<file path="src/rtl/adc733_chan_acc.sv">
// Per-channel windowed accumulator for the ADC733 serial receiver: sums samples per
// channel between SYNC strobes and streams a snapshot of the finished window downstream.
module adc733_chan_acc #(
  parameter int NCH   = 6,
  parameter int CNT_W = 10
) (
  input  logic             clk,
  input  logic             rst_l,
  input  logic             sync,
  input  logic             s_valid,
  input  logic             s_first,
  input  logic [15:0]      s_data,
  output logic             m_valid,
  input  logic             m_ready,
  output logic [2:0]       m_chan,
  output logic [31:0]      m_sum,
  output logic [CNT_W-1:0] m_cnt,
  output logic             m_last,
  output logic             err_align,
  output logic             err_ovr,
  output logic             err_sat
);

  localparam int DATA_W = 16;
  localparam int ACC_W  = DATA_W + CNT_W;
  localparam logic [2:0] LAST_CH = 3'(NCH - 1);

  typedef enum logic {ST_ACC, ST_DUMP} state_t;

  state_t state, state_nxt;
  logic [2:0] ch, tgt, ch_nxt;
  logic [2:0] out_idx, out_idx_nxt;
  logic       take_snap;

  logic signed [ACC_W-1:0] acc      [NCH];
  logic        [CNT_W-1:0] cnt      [NCH];
  logic signed [ACC_W-1:0] snap_acc [NCH];
  logic        [CNT_W-1:0] snap_cnt [NCH];

  function automatic logic cnt_full(input logic [CNT_W-1:0] c);
    return &c;
  endfunction

  function automatic logic signed [ACC_W-1:0] ext_sample(input logic [DATA_W-1:0] d);
    return {{CNT_W{d[DATA_W-1]}}, d};
  endfunction

  function automatic logic [31:0] to_sum(input logic signed [ACC_W-1:0] a);
    return {{(32-ACC_W){a[ACC_W-1]}}, a};
  endfunction

  // s_first re-aligns the frame: the sample goes to channel 0 whatever ch says.
  always_comb begin
    tgt    = s_first ? 3'd0 : ch;
    ch_nxt = (tgt == LAST_CH) ? 3'd0 : tgt + 3'd1;
  end

  always_comb begin
    state_nxt   = state;
    out_idx_nxt = out_idx;
    take_snap   = 1'b0;
    case (state)
      ST_ACC: begin
        if (sync) begin
          take_snap   = 1'b1;
          state_nxt   = ST_DUMP;
          out_idx_nxt = 3'd0;
        end
      end
      ST_DUMP: begin
        if (m_ready) begin
          if (out_idx == LAST_CH) begin
            state_nxt   = ST_ACC;
            out_idx_nxt = 3'd0;
          end else begin
            out_idx_nxt = out_idx + 3'd1;
          end
        end
      end
      default: state_nxt = ST_ACC;
    endcase
  end

  always_ff @(posedge clk or negedge rst_l) begin
    if (!rst_l) begin
      state     <= ST_ACC;
      out_idx   <= 3'd0;
      ch        <= 3'd0;
      err_align <= 1'b0;
      err_ovr   <= 1'b0;
      err_sat   <= 1'b0;
    end else begin
      state   <= state_nxt;
      out_idx <= out_idx_nxt;
      if (s_valid) begin
        ch <= ch_nxt;
        if (s_first && ch != 3'd0)
          err_align <= 1'b1;
        if (!take_snap && cnt_full(cnt[tgt]))
          err_sat <= 1'b1;
      end
      if (sync && state == ST_DUMP)
        err_ovr <= 1'b1;
    end
  end

  // Snapshot sees the window before the coincident sample; that sample opens the new window.
  always_ff @(posedge clk or negedge rst_l) begin
    if (!rst_l) begin
      for (int i = 0; i < NCH; i++) begin
        acc[i]      <= '0;
        cnt[i]      <= '0;
        snap_acc[i] <= '0;
        snap_cnt[i] <= '0;
      end
    end else if (take_snap) begin
      for (int i = 0; i < NCH; i++) begin
        snap_acc[i] <= acc[i];
        snap_cnt[i] <= cnt[i];
        acc[i]      <= '0;
        cnt[i]      <= '0;
      end
      if (s_valid) begin
        acc[tgt] <= ext_sample(s_data);
        cnt[tgt] <= CNT_W'(1);
      end
    end else if (s_valid && !cnt_full(cnt[tgt])) begin
      acc[tgt] <= acc[tgt] + ext_sample(s_data);
      cnt[tgt] <= cnt[tgt] + CNT_W'(1);
    end
  end

  // Output word is a pure function of the frozen snapshot and out_idx, so it holds under backpressure.
  always_comb begin
    m_valid = 1'b0;
    m_chan  = 3'd0;
    m_sum   = 32'd0;
    m_cnt   = '0;
    m_last  = 1'b0;
    if (state == ST_DUMP) begin
      m_valid = 1'b1;
      m_chan  = out_idx;
      m_sum   = to_sum(snap_acc[out_idx]);
      m_cnt   = snap_cnt[out_idx];
      m_last  = (out_idx == LAST_CH);
    end
  end

endmodule

</file>
<file path="config.mk">
export PLATFORM = sky130hd
export DESIGN_NAME = adc733_chan_acc
export DESIGN_NICKNAME = d
export VERILOG_FILES = /design/src/rtl/adc733_chan_acc.sv
export SDC_FILE = /design/constraint.sdc
export NUM_CORES = 1
export LEC_CHECK = 0
export ABC_CLOCK_PERIOD_IN_PS = 5900
export CAP_MARGIN = 20
export CORE_MARGIN = 1
export CORE_UTILIZATION = 35
export CTS_CLUSTER_DIAMETER = 150
export DETAILED_ROUTE_END_ITERATION = 8
export GPL_ROUTABILITY_DRIVEN = 1
export RECOVER_POWER = 50
export SYNTH_ARGS = -nofsm -noshare
export SYNTH_HDL_FRONTEND = slang
export SYNTH_SLANG_ARGS = --single-unit
</file>
<file path="constraint.sdc">
create_clock -name clk -period 5.9 [get_ports clk]
set_clock_uncertainty 0.15 [all_clocks]
set_input_delay 1.18 -clock clk [delete_from_list [all_inputs] [get_ports clk]]
set_output_delay 1.18 -clock clk [all_outputs]
set_load 0.01 [all_outputs]
</file>
==> impl_metrics.csv <==
group,metric,value,unit
timing,period_share,85.15,%
finish,drive_gt1_share,8.652,%
grt,total_congestion_overflow_after_global_routing,0,
synthesis,avgSynthCellArea,9.285,um^2
floorplanning,design.die.area,0.06661,mm^2
placement,place_hpwl,48800,um
timing,final_period_minus_worst_setup_slack,5024,ps
synthesis,synth.largest_area_cell,"dfrtp_1",
timing,slew_viol_final,383,
timing,max_slew.worst_pin.slew,3070,ps
floorplanning,core_area,0.06458,mm^2
clock_network,cts.clk_slew.worst_paths,60,ps
critical_path,critPathLaunchType,"input pin",
clock_network,cts_made_buffers,49,
grt,grt_first_pass_wirelength,115100,um
power,seq_power_share,37.4,%
clock_network,ctsResizeCount,0,
power,switching_share,38.82,%
clock_network,insertion_delay,610,ps
clock_network,h_tree_depth,2,
timing,worst_slew_margin_rel,-104.7,%
detailed_routing,detail_route.drc_violations,0,
synthesis,synth_cell_types,72,
detailed_routing,drt_pre_antenna_iters,5,
floorplanning,row_cnt,93,
synthesis,most_instantiated_flip_flop_cell_in_the_synthesis_netlist,"dfrtp_1",
run_status,violations_in_the_final_reports,"capacitance limit, slew limit",
power,cellPowerDensity,537.4,mW/mm^2
critical_path,timing.critical_path.cells,"buf_2, buf_4, or3b_1, nor2_1, a211oi_1, inv_1, ha_1, and2_1, a41o_2, o21ai_4, nand2_1, o22a_1",
critical_path,worst_ep_required_time,6220,ps
detailed_routing,drtAntennaViolNets,0,
power,irDropWorstVdd,234.8,uV
clock_network,postCtsSetupBuffers,0,
power,total_leakage_power,12.01,nW
power,power.net_switching,0.005436,W
timing,maxClockFrequency,199.0,MHz
grt,grt_util_all_layers,22.29,%
timing,final_hold_viol_count,0,
run_status,status,"finished with violations",
power,power_internal,0.008567,W
power,comb_power_share,39.8,%
critical_path,timing.reg2reg.worst_path_depth,11,
synthesis,synthTopCellsByArea,"dfrtp_1 48%, nand2_1 13%, mux2i_1 6.9%",
placement,routability_congestion_estimate_from_global_placement,0.8937,
finish,layout.nets,2523,
floorplanning,design.portCount,72,
critical_path,timing_worst_setup_path_type,"in -> reg",
timing,rsz0062_at_grt,"no",
synthesis,post-synth-top-count-cell,"nand2_1",
timing,final-setup-viol-count,0,
power,clock_power_share,22.8,%
synthesis,synth.ff_latch_count,442,
synthesis,post_synth_inst_count,2472,
synthesis,commonest_cells_in_the_synthesized_netlist,"816 x nand2_1, 442 x dfrtp_1, 158 x mux2i_1",
critical_path,worst-endpoint-arrival,5340,ps
synthesis,synth_net_count,2523,
synthesis,yosysSeqAreaShare,48.19,%
placement,port_buffers,71,
grt,grt_pass1_vias,18920,
synthesis,asyncSetResetFlopFracSynth,100.0,%
timing,timing.setup.tns,0,ps
clock_network,cts_tree,"built",
grt,grt_start_max_net_pins,161,
power,total_power,0.01400,W
floorplanning,floorplan.die.width,258.1,um
critical_path,crit_slowest_cell,"o21ai_4",
floorplanning,die_y,258.1,um
critical_path,worstSetupEndpointType,"register",
synthesis,synth.cell_area,0.02295,mm^2
critical_path,critical_path_peak_fanout,26,
min_path,timing.hold.worst_path_depth,2,
detailed_routing,routed_via_density,5.670,
detailed_routing,via_count,19080,
job,drv.max_cap_violation_count,6,
finish,final_util,40.34,%
clock_network,ctsRootBufferMaster,"clkbuf_16",
finish,synthToLayoutAreaGrowth,13.51,%
synthesis,ys_warn_count,0,
synthesis,synth_largest_type_area_fraction,48.19,%
detailed_routing,routed_wirelength,74230,um
grt,grt_antenna_before_repair,1,
detailed_routing,number_of_drc_markers_in_iteration_0,1623,
detailed_routing,routed_wire_length_per_instance,22.06,um
clock_network,hold_buffers,0,
synthesis,post_synth_edffs,0,
min_path,hp-class,"reg -> reg",
floorplanning,initial_utilization,35.54,%
critical_path,cpPeakStageDelay,660,ps
clock_network,cts_num_sinks,442,
clock_network,clk_path_buf_depth,3,
-- metrics by stage --
stage,cell area [um^2],std cells,hold WS (ps),worst slack (ps)
after CTS,26100,3363,321.9,971.2
after floorplan,22950,2472,290.4,554.6
final,26060,3365,318.1,875.9
after global routing,26050,3363,334.0,766.0
after global placement,24440,3276,290.2,388.0
after detailed placement,24440,3276,306.7,367.8
-- cell type report --
type	instances	area, um^2
multi-input cells	1796	10870
clock inverters	13	168.9
clock buffers	74	1493
diodes	2	5.005
well taps	855	1070
inverters	52	195.2
repair buffers	131	1179
fillers	6376	38530
flip-flops and latches	442	11070
-- logic make-up after synthesis --
kind of cell | synth area share, %
fa+ha+maj | 1.614
buf+inv | 4.633
xor+xnor | 1.030
flops | 48.19
simple gates | 18.05
compound gates | 15.85
mux | 10.64
-- final timing paths --
| path | startpoint | endpoint | slack (ps) |
|---|---|---|---|
| setup / recovery | s_first | acc[127]$_DFFE_PN0P_ | 880 |
| min in group asynchronous | rst_l | cnt[27]$_DFFE_PN0P_ | 440 |
| hold / removal | snap_acc[57]$_DFFE_PN0P_ | snap_acc[57]$_DFFE_PN0P_ | 320 |
| max in group asynchronous | rst_l | snap_acc[48]$_DFFE_PN0P_ | 1630 |
| setup reg to reg | ch[2]$_DFFE_PN0P_ | acc[127]$_DFFE_PN0P_ | 1060 |
| hold reg to reg | snap_acc[57]$_DFFE_PN0P_ | snap_acc[57]$_DFFE_PN0P_ | 320 |
-- cell usage in the layout, fill, tap and decap left out, types with 37 or more instances in the layout --
| cell | n |
|---|---|
| a21oi_1 | 83 |
| and2_1 | 43 |
| buf_4 | 51 |
| clkbuf_16 | 51 |
| clkdlybuf4s50_1 | 68 |
| dfrtp_1 | 435 |
| inv_1 | 52 |
| mux2i_1 | 158 |
| mux4_2 | 37 |
| nand2_1 | 815 |
| nor2_1 | 89 |
| o211ai_1 | 44 |
| o21ai_0 | 77 |
| o22ai_1 | 125 |
-- power groups by stage --
stage / clock network (W) / logic (W) / registers (W)
after detailed placement: 0 / 0.00554 / 0.00527
after CTS: 0.00323 / 0.00557 / 0.00522
after global placement: 0 / 0.00543 / 0.00522
after floorplan: 0 / 0.00387 / 0.00480
after global routing: 0.00336 / 0.00610 / 0.00537
final: 0.00319 / 0.00558 / 0.00523
-- registers in the layout, summed over array words and instances, names as in the netlist --
register   flops
acc          156
ch             3
cnt           60
err_align      1
err_ovr        1
err_sat        1
out_idx        3
snap_acc     156
snap_cnt      60
state          1
-- worst max-delay path, delay by kind of cell --
family	cells	cell delay (ps)
buffers and inverters	3	840
AO/OA/AOI/OAI	4	1980
AND/OR/NAND/NOR	4	1060
adder cells (fa/ha/maj)	1	240
-- layer usage --
layer  track usage [%]  routed length [um]  up-vias
met5                 0                   0        -
met4             8.005                2484        0
met3             3.504                4680      162
met2             36.18               34910      715
met1             30.10               32150     9650
li1                  -                   -     8551
Power figures use the tool's default switching activity.
